$ cat src/rtl/gpio_in_pkg.sv
// Shared constants and edge-event type for the GPIO input conditioner.
package gpio_in_pkg;

  localparam int GPIO_DATA_WIDTH = 32;
  localparam int GPIO_DB_CNT_W   = 4;

  typedef struct packed {
    logic rise;
    logic fall;
  } edge_evt_t;

  function automatic edge_evt_t edge_of(input logic load, input logic val);
    edge_evt_t evt;
    evt.rise = load & val;
    evt.fall = load & ~val;
    return evt;
  endfunction

endpackage

$ cat src/rtl/gpio_in_cond_if.sv
// Pin, configuration and status bundle between the GPIO input conditioner and its host.
interface gpio_in_cond_if
  import gpio_in_pkg::*;
#(
  parameter int DATA_WIDTH = GPIO_DATA_WIDTH,
  parameter int DB_CNT_W   = GPIO_DB_CNT_W
);

  logic [DATA_WIDTH-1:0] gpio_pin_in;
  logic [DB_CNT_W-1:0]   db_len;
  logic [DATA_WIDTH-1:0] int_rise_en;
  logic [DATA_WIDTH-1:0] int_fall_en;
  logic [DATA_WIDTH-1:0] int_mask;
  logic [DATA_WIDTH-1:0] int_clr;
  logic [DATA_WIDTH-1:0] gpio_in_sync;
  logic [DATA_WIDTH-1:0] int_status;
  logic                  irq;

  modport master (
    output gpio_pin_in, db_len, int_rise_en, int_fall_en, int_mask, int_clr,
    input  gpio_in_sync, int_status, irq
  );

  modport slave (
    input  gpio_pin_in, db_len, int_rise_en, int_fall_en, int_mask, int_clr,
    output gpio_in_sync, int_status, irq
  );

endinterface

$ cat src/rtl/gpio_in_db_cell.sv
// One GPIO pin: 2-flop synchroniser, optional debounce (GPIO_IN_DEBOUNCE_EN) and edge detect.
module gpio_in_db_cell
  import gpio_in_pkg::*;
#(
  parameter int DB_CNT_W = GPIO_DB_CNT_W
) (
  input  logic                i_clk,
  input  logic                i_rst_n,
  input  logic                i_pin,
  input  logic [DB_CNT_W-1:0] i_db_len,
  output logic                o_sync,
  output edge_evt_t           o_evt
);

  logic r_s1;
  logic r_s2;
  logic r_sync;
  logic w_load;

  always_ff @(posedge i_clk or negedge i_rst_n) begin
    if (!i_rst_n) begin
      r_s1 <= 1'b0;
      r_s2 <= 1'b0;
    end else begin
      r_s1 <= i_pin;
      r_s2 <= r_s1;
    end
  end

`ifdef GPIO_IN_DEBOUNCE_EN
  logic [DB_CNT_W-1:0] r_cnt;

  // >= rather than == so a shrinking db_len mid-count still releases the pin
  assign w_load = (r_s2 != r_sync) && (r_cnt >= i_db_len);

  always_ff @(posedge i_clk or negedge i_rst_n) begin
    if (!i_rst_n) begin
      r_cnt <= '0;
    end else if ((r_s2 == r_sync) || w_load) begin
      r_cnt <= '0;
    end else if (r_cnt != '1) begin
      r_cnt <= r_cnt + DB_CNT_W'(1);
    end
  end
`else
  logic w_unused_db_len;

  assign w_unused_db_len = ^i_db_len;
  assign w_load          = (r_s2 != r_sync);
`endif

  always_ff @(posedge i_clk or negedge i_rst_n) begin
    if (!i_rst_n) begin
      r_sync <= 1'b0;
    end else if (w_load) begin
      r_sync <= r_s2;
    end
  end

  assign o_sync = r_sync;
  assign o_evt  = edge_of(w_load, r_s2);

endmodule

$ cat src/rtl/gpio_in_cond.sv
// GPIO input conditioner: per-pin cells plus sticky edge status and combined irq.
// Debounce counters are built only when GPIO_IN_DEBOUNCE_EN is defined.
module gpio_in_cond
  import gpio_in_pkg::*;
#(
  parameter int DATA_WIDTH = GPIO_DATA_WIDTH,
  parameter int DB_CNT_W   = GPIO_DB_CNT_W
) (
  input  logic           pclk11,
  input  logic           n_p_reset11,
  gpio_in_cond_if.slave  bus
);

  logic [DATA_WIDTH-1:0] w_sync;
  logic [DATA_WIDTH-1:0] w_rise;
  logic [DATA_WIDTH-1:0] w_fall;
  logic [DATA_WIDTH-1:0] w_set;
  logic [DATA_WIDTH-1:0] r_status;

  for (genvar g = 0; g < DATA_WIDTH; g++) begin : g_pin
    edge_evt_t w_evt;

    gpio_in_db_cell #(
      .DB_CNT_W (DB_CNT_W)
    ) u_cell (
      .i_clk    (pclk11),
      .i_rst_n  (n_p_reset11),
      .i_pin    (bus.gpio_pin_in[g]),
      .i_db_len (bus.db_len),
      .o_sync   (w_sync[g]),
      .o_evt    (w_evt)
    );

    assign w_rise[g] = w_evt.rise;
    assign w_fall[g] = w_evt.fall;
  end

  assign w_set = (w_rise & bus.int_rise_en) | (w_fall & bus.int_fall_en);

  // a new event on the same edge as its clear keeps the bit set
  always_ff @(posedge pclk11 or negedge n_p_reset11) begin
    if (!n_p_reset11) begin
      r_status <= '0;
    end else begin
      r_status <= (r_status & ~bus.int_clr) | w_set;
    end
  end

  assign bus.gpio_in_sync = w_sync;
  assign bus.int_status   = r_status;
  assign bus.irq          = |(r_status & ~bus.int_mask);

endmodule
$ cat src/flat_wrapper.sv
// flat-port wrapper written by rule: the top's interface ports become plain ports
module gpio_in_cond_flat import gpio_in_pkg::*;
#(
  parameter int DATA_WIDTH = GPIO_DATA_WIDTH,
  parameter int DB_CNT_W   = GPIO_DB_CNT_W
)
  (pclk11, n_p_reset11, bus_gpio_pin_in, bus_db_len, bus_int_rise_en, bus_int_fall_en, bus_int_mask, bus_int_clr, bus_gpio_in_sync, bus_int_status, bus_irq);
  gpio_in_cond_if #(.DATA_WIDTH(DATA_WIDTH), .DB_CNT_W(DB_CNT_W)) bus_i ();
  input  logic pclk11;
  input  logic n_p_reset11;
  input wire logic [$bits(bus_i.gpio_pin_in)-1:0] bus_gpio_pin_in;
  input wire logic [$bits(bus_i.db_len)-1:0] bus_db_len;
  input wire logic [$bits(bus_i.int_rise_en)-1:0] bus_int_rise_en;
  input wire logic [$bits(bus_i.int_fall_en)-1:0] bus_int_fall_en;
  input wire logic [$bits(bus_i.int_mask)-1:0] bus_int_mask;
  input wire logic [$bits(bus_i.int_clr)-1:0] bus_int_clr;
  output wire logic [$bits(bus_i.gpio_in_sync)-1:0] bus_gpio_in_sync;
  output wire logic [$bits(bus_i.int_status)-1:0] bus_int_status;
  output wire logic [$bits(bus_i.irq)-1:0] bus_irq;
  assign bus_i.gpio_pin_in = bus_gpio_pin_in;
  assign bus_i.db_len = bus_db_len;
  assign bus_i.int_rise_en = bus_int_rise_en;
  assign bus_i.int_fall_en = bus_int_fall_en;
  assign bus_i.int_mask = bus_int_mask;
  assign bus_i.int_clr = bus_int_clr;
  assign bus_gpio_in_sync = bus_i.gpio_in_sync;
  assign bus_int_status = bus_i.int_status;
  assign bus_irq = bus_i.irq;
  gpio_in_cond #(.DATA_WIDTH(DATA_WIDTH), .DB_CNT_W(DB_CNT_W)) u_core (.pclk11(pclk11), .n_p_reset11(n_p_reset11), .bus(bus_i));
endmodule
$ cat config.mk
export PLATFORM = sky130hd
export DESIGN_NAME = gpio_in_cond_flat
export DESIGN_NICKNAME = d
export VERILOG_FILES = /design/src/rtl/gpio_in_pkg.sv /design/src/rtl/gpio_in_cond_if.sv /design/src/rtl/gpio_in_db_cell.sv /design/src/rtl/gpio_in_cond.sv /design/src/flat_wrapper.sv
export SDC_FILE = /design/constraint.sdc
export NUM_CORES = 1
export LEC_CHECK = 0
export CAP_MARGIN = 10
export CORE_MARGIN = 10
export CORE_UTILIZATION = 38
export DETAILED_ROUTE_END_ITERATION = 10
export PLACE_DENSITY = 0.76
export REMOVE_ABC_BUFFERS = 1
export SYNTH_ARGS = -nofsm -noshare
export SYNTH_HDL_FRONTEND = slang
export SYNTH_HIERARCHICAL = 1
export SYNTH_SLANG_ARGS = --single-unit
$ cat constraint.sdc
create_clock -name pclk11 -period 1.2 [get_ports pclk11]
set_input_delay 0.24 -clock pclk11 [delete_from_list [all_inputs] [get_ports pclk11]]
set_output_delay 0.24 -clock pclk11 [all_outputs]
set_load 0.01 [all_outputs]
# After elaboration in Yosys (flattened, before gate mapping)
# Index checks and enable logic that the tools add are counted.
# Widths: inputs -> output; s select.
# totals
reg_bits	128
inputBits	166
out_inout_bits	65
wordCells	234
# classes
eq_ne	32
bitwise	104
reduce_logical	1
# op_table
operator	n
$and 32x32->32	4
$and 1x1->1	64
$not 32->32	2
$or 32x32->32	2
$ne 1x1->1	32
$not 1->1	32
$reduce_or 32->1	1

# Depth between registers and ports, before layout
# depth
depth_word	5
ltp_mapped	4
mapped_depth_nobuf	4

# Modules after synthesis
# Netlist, hierarchy kept.
# modules_own_cells
module	n_inst	cells_each	area_per_inst_um2	seq_area_each_um2
gpio_in_db_cell	32	8	122.6	75.1
gpio_in_cond	1	150	1455.1	800.8

# Least setup slack after synthesis
# OpenSTA, ideal clock, no wires.
# synth_path
path_kind	reg-to-output
from	reg u_core.r_status[8], in the netlist u_core/bus.int_status[8]
to	out bus_irq
t_arrival_ps	970
required_time_ps	960
slack_ps	-10
path_stages_with_launch	5
n_path_buf	0
path_cell_list	dfrtp_1 inv_1 o22ai_1 nor4_1 nand4_1
# synth_via
elab_chain_len	2
# synth_lines
item	line	rtl
start: declaration	gpio_in_cond.sv:18	logic [DATA_WIDTH-1:0] r_status;
start signal: assignment	gpio_in_cond.sv:45	r_status <= (r_status & ~bus.int_clr) | w_set;
$and 32x32->32	gpio_in_cond.sv:51	assign bus.irq = |(r_status & ~bus.int_mask);
$reduce_or 32->1	gpio_in_cond.sv:51	
end: declaration	flat_wrapper.sv:19	output wire logic [$bits(bus_i.irq)-1:0] bus_irq;
# No other way between the ends.

# Final worst setup path
# Same ends and word-level chain as after synthesis.

==> impl_metrics.yaml <==
floorplan:
  io_pins: 231
  dieArea_um2: 19310
  placeableCoreArea_um2: 13880
  start_util_pct: 38.75
  dieHeight_um: 139.0
  rows: 43
  die_w_um: 139.0
grt:
  number_of_antenna_violations_at_the_first_check_in_global_routing: 1
  grt_pass1_vias: 4926
  grtUsageTotal_pct: 16.55
  pin_count_of_the_biggest_net_entering_global_routing: 45
  overflow: 0
  grt_pass1_wl_um: 25430
sta:
  layout_setup_ws_ps: -709.0
  drv_slew: 0
  max_clock_freq_mhz: 523.8
  layout_worst_path_cycle_share_pct: 159.1
  hold_viol_final: 0
  headroom_to_the_max_slew_limit_pct: 70.55
  grt_setup_unrepaired: "true"
  report.final.setup_viol: 26
  finalClockSkew_ps: 6.871
  fin_crit_ps: 1909
  setup-tns-final_ps: -2094
  worst_slew_pin_slew_ps: 441.8
  hold-worst-slack_ps: 261.2
power_and_ir_drop:
  clkPwrFrac_pct: 24.2
  intPower_w: 0.01422
  power.ir.vdd_worst_mv: 1.305
  combPwrFrac_pct: 45.5
  power_switching_w: 0.006372
  cellPowerDensity_nw_per_um2: 2164
  leakage_nw: 4.521
  seq_power_share_pct: 30.3
  power_switching_share_pct: 30.94
placement:
  place.detailed.hpwl_um: 12180
  globalplace.congestion: 0.8883
  pre_cts_ws_ps: -1049
  postPlaceCellArea_um2: 8239
  buffer_ports.inserted: 226
setup_path:
  reg_to_reg_critical_path_endpoint: "u_core/g_pin[21].u_cell/o_sync$_DFFE_PN0P_"
  cp_top_family: "buffers and inverters"
  critPathCaptureType: "primary output"
  critical_path_buf_inv_count: 3
  critical-path-max-stage-delay_ps: 380
  cp_max_fo: 2
  worst_setup_path_start_kind: "flip-flop"
  crit_required_ps: 960
  crit_arrival_ps: 1670
  reg2reg_setup_slack_ps: -30
  worstPathCellList: "inv_1, o22ai_1, nor4_4, buf_4, nand4_1, buf_2"
  r2r_start: "u_core/g_pin[21].u_cell/o_sync$_DFFE_PN0P_"
  worstRegToRegCells: 4
  timing_worst_setup_path_type: "reg2out"
  crit_path_top_delay_cell: "dfrtp_1"
logic_synthesis:
  ys_top_cells_by_area: "dfrtp_1 (60%), ha_1 (15%), mux2_4 (8.9%)"
  part_of_the_yosys_area_used_for_sequential_elements_pct: 59.55
  ys_ff_latch: 128
  synth_top_cell_by_area: "dfrtp_1"
  synth.top_cell.area_share_pct: 59.55
  synthesized_area_per_cell_um2: 13.25
  synth_cell_type_count: 11
  synth-warning-count: 6
  synthesis.area_um2: 5379
  synthCells: 406
route:
  drt_wl_total_um: 16540
  dr.max_layer_used: "met4"
  drt_drc_violations_left: 0
  post_drt_wl_per_cell_um: 17.98
  drt_first_pass_iters: 4
  detail-route-antenna-nets: 0
  m1WireLength_um: 5998
  drtIter0Drc: 125
  route.met2.wl_um: 8767
  met3RoutedLength_um: 1336
  via_per_inst: 4.595
  vias: 4227
cells_and_area:
  sequential_cell_area_um2: 3203
  fin_nets: 956
  layout.cells.most_common_list: "clkdlybuf4s50_1 (160), dfrtp_1 (128), inv_1 (66)"
  most_common_library_cell_in_the_layout_ignoring_fill_and_taps: "clkdlybuf4s50_1"
  share_of_post_route_cells_with_drive_strength_above_1_pct: 37.48
  syn_to_final_growth_pct: 76.88
  post-route-cell-area_um2: 9514
  final_core_util_pct: 68.54
  multi_input_comb_area_um2: 2252
  fill_cell_total_of_the_finished_layout: 978
clock_tree:
  clock-sinks: 128
  cts-htree-levels: 4
  ctsRootBufferMaster: "clkbuf_16"
  cts-root-to-sink-buffers: 2
  cts.reportedPaths.clkPinSlew_ps: 60
  clk_latency_worst_skew_pair_ps: 410
  tritoncts_clock_tree: "yes"
  total_cts_buffers: 17
flow_run:
  drv.max_cap_violation_count: 0
outcome:
  run_status: "finished, violations left"
  violations: "setup timing"
hold_path:
  worst_hold_path_type: "in2async"
[flip-flops by register name, indices dropped and copies added (netlist names)]
register	flops
u_core/g_pin.u_cell/o_sync	32
u_core/g_pin.u_cell/r_s1	32
u_core/g_pin.u_cell/r_s2	32
u_core/bus.int_status	32
[layout make-up]
type | count | area share (%)
repair buffers | 301 | 30.02
clock buffers | 24 | 5.379
inverters | 96 | 4.051
flip-flops and latches | 128 | 33.67
multi-input cells | 182 | 23.67
clock inverters | 8 | 0.8154
well taps | 180 | 2.367
diodes | 1 | 0.02630
[cell families (layout without fill, tap and decap cells)]
group	count (synthesis)	after routing	synth area share, %
adders and majority gates	64	64	14.89
DFF	128	128	59.55
AOI/OAI and AO/OA	79	79	9.212
other	0	1	0
muxes	32	32	8.932
and+or+nand+nor	7	7	0.7211
buffers and inverters	96	429	6.699
[per-stage QoR]
stage / total power (W) / instances
2_1_floorplan: 0.009373 / 406
3_3_place_gp: 0.01340 / 857
3_5_place_dp: 0.01375 / 857
4_1_cts: 0.01942 / 914
5_1_grt: 0.02185 / 919
6_report: 0.02059 / 920
[layer usage]
layer	global-route usage, %	vias up
li1	-	1987
met1	17.20	2033
met2	28.80	172
met3	6.747	35
met4	7.139	0
met5	0	-
[worst max path at each step]
stage                    to  depth (start not counted)                           startpoint  slack [ps]
global placement    bus_irq                          6                     bus_int_mask[24]       -1100
finish              bus_irq                          6   u_core/bus.int_status[8]$_DFF_PN0_        -710
CTS                 bus_irq                          6  u_core/bus.int_status[12]$_DFF_PN0_        -770
detailed placement  bus_irq                          6                      bus_int_mask[8]       -1050
global route        bus_irq                          6   u_core/bus.int_status[8]$_DFF_PN0_        -820
floorplan           bus_irq                          4   u_core/bus.int_status[8]$_DFF_PN0_         -10
[power by group through the flow]
stage | clock [W] | sequential, W | combinational, W
after floorplan | 0 | 0.00668 | 0.00269
after global placement | 0 | 0.00618 | 0.00722
after detailed placement | 0 | 0.00626 | 0.00749
after CTS | 0.00507 | 0.00612 | 0.00823
after global routing | 0.00533 | 0.00638 | 0.0101
final | 0.00499 | 0.00624 | 0.00937
[synth_stat cells]
| master | number |
|---|---|
| o211ai_1 | 1 |
| nand2_1 | 2 |
| nand4_1 | 1 |
| inv_1 | 96 |
| o21ai_0 | 31 |
| ha_1 | 64 |
| a22oi_1 | 31 |
| mux2_4 | 32 |
| dfrtp_1 | 128 |
| o22ai_1 | 16 |
| nor4_1 | 4 |
[what timing repair did]
action | CTS | global route
endpoints found under the setup margin | 65 | 96
resized for setup | 332 | 103
endpoints found under the hold margin | 25 | 0
setup buffers | 28 | 12
hold buffers | 1 | 0
pin swaps | 21 | 20
(Power assumes the default switching activity.)
==> RTL change, RTL diff (config.mk and constraints unchanged) <==
Build with the macro `GPIO_IN_DEBOUNCE_EN` defined.
--- a/src/rtl/gpio_in_db_cell.sv
+++ b/src/rtl/gpio_in_db_cell.sv
@@ -1,2 +1,4 @@
 // One GPIO pin: 2-flop synchroniser, optional debounce (GPIO_IN_DEBOUNCE_EN) and edge detect.
+`define GPIO_IN_DEBOUNCE_EN
+
 module gpio_in_db_cell
Check against the original RTL: not equivalent (Yosys sat finds a counterexample within 4 cycles, from zero or initial values and one cycle with n_p_reset11 low).
==> RTL change against the original RTL <==
The flow still finishes with violations (setup timing); highest routed layer is now met5; first-iteration DRC count rose to 4.1 times the old value; combinational power rose by 120%; clock skew rose by 0.0010 ns; setup slack got worse by 0.29 ns; routed wire length rose to 2.7 times the old value; maximum frequency fell by 13%; sequential cell count rose by 128; final area rose by 140%; sequential power rose by 91%; non-clock buffer count rose by 312; power rose by 100%; synthesized area rose to 2.6 times the old value.
==> RTL change: results (changes against the original RTL) <==
largest net degree at the start of global routing -> 64 (+42%)
Seq/Total Area, Yosys -> 0.4503 (-0.1452)
Root Buffer -> clkbuf_16
Pleak -> 10.91 nW (+140%)
Post-CTS Resized -> 488 (+47%)
Compound-Gate Fraction of Synth Area -> 0.1052 (+0.01307)
CP startpoint -> u_core/bus.int_status[0]$_DFF_PN0_
Post-CTS Setup Repair Bufs -> 100 (+260%)
Worst slew margin -> 0.6979 (-0.007525)
area share of fa/ha/maj cells after synthesis -> 0.1407 (-0.008163)
status -> finished, violations left
CTS Buffer Depth -> 3 (+1)
CTS H-tree lvls -> 1 (-3)
All-Layer GR Usage -> 0.1779 (+0.01238)
top post-synthesis cells by count -> 256 x dfrtp_1, 160 x ha_1, 160 x inv_1
hpwl dp -> 29210 um (+140%)
Hold WS -> 0.09459 ns (-0.1666 ns)
worst r2r src -> u_core/g_pin[19].u_cell/r_cnt[1]$_DFFE_PN0P_
Worst VDD drop -> 0.001322 V (+1.4%)
Yosys warning total -> 6 (unchanged)
Crit path arrival time -> 1.96 ns (+0.29 ns)
DR WL/cell -> 18.12 um (+0.78%)
Worst-Skew Late Latency -> 0.57 ns (+0.16 ns)
leading post-synthesis cells by cell area -> dfrtp_1 45%, ha_1 14%, inv_1 4.2%
first-pass GRT wire length -> 67190 um (+160%)
XOR/XNOR Fraction of Synth Area -> 0.03940 (+0.03940)
vias in the first global route -> 14050 (+190%)
# setup viols final -> 257 (+890%)
PortBufs -> 230 (+1.8%)
setup ws final -> -0.9993 ns (-0.2903 ns)
worst slack, placed -> -1.410 ns (-0.3605 ns)
reg2reg end -> u_core/bus.int_status[19]$_DFF_PN0_
Final Skew -> 0.007895 ns (+0.001024 ns)
R2R cell count -> 6 (+2)
area of placed instances -> 0.01919 mm^2 (+130%)
Worst Setup EP -> bus_irq
DR iter-0 viols -> 511 (+310%)
Synth cell types -> 23 (+12)
R2R setup slack -> -0.60 ns (-0.57 ns)
setup tns final -> -70.57 ns (-68.48 ns)
Post-Place Cells -> 2316 (+170%)
cell count after synthesis -> 1366 (+240%)
final wirelength -> 45230 um (+170%)
routability cong. -> 0.8273 (-6.9%)
diodes inserted -> 0 (-1)
post-synthesis mux area share -> 0.04784 (-0.04148)
failing checks -> setup timing
CTS Buf Count -> 31 (+14)
share of cells above drive strength 1 -> 0.3930 (+0.01817)
hold crit path type -> primary input to async pin
Avg Vias per Cell -> 5.258 (+14%)
==> RTL change: layer usage <==
layer / vias to the layer above / routed length (um) / track usage
met4: 2 / 1056 / 0.04693
met1: 6473 / 18050 / 0.1998
met3: 94 / 2797 / 0.04716
li1: 6181 / - / -
met5: - / 13 / 0
met2: 373 / 23310 / 0.3258
==> RTL change: critical path: stages (launching register included) <==
cell and delay, ns:
dfrtp_1 0.40, inv_2 0.10, o22ai_4 0.08, nor4_4 0.35
buf_4 0.20, nand4_1 0.09, buf_2 0.17
==> RTL change: area by class of cell <==
| class | count | area (um^2) |
|---|---|---|
| Tap cell | 468 | 585.6 |
| Clock buffer | 45 | 878.3 |
| Fill cell | 2656 | 13850 |
| Inverter | 160 | 600.6 |
| Timing Repair Buffer | 613 | 5429 |
| Clock inverter | 4 | 73.82 |
| Multi-Input combinational cell | 950 | 8957 |
| Sequential cell | 256 | 6407 |
==> RTL change: where the power goes <==
group          switching [mW]  internal (mW)
registers                1.32           10.6
logic                    9.60           11.0
clock network            3.68           5.41
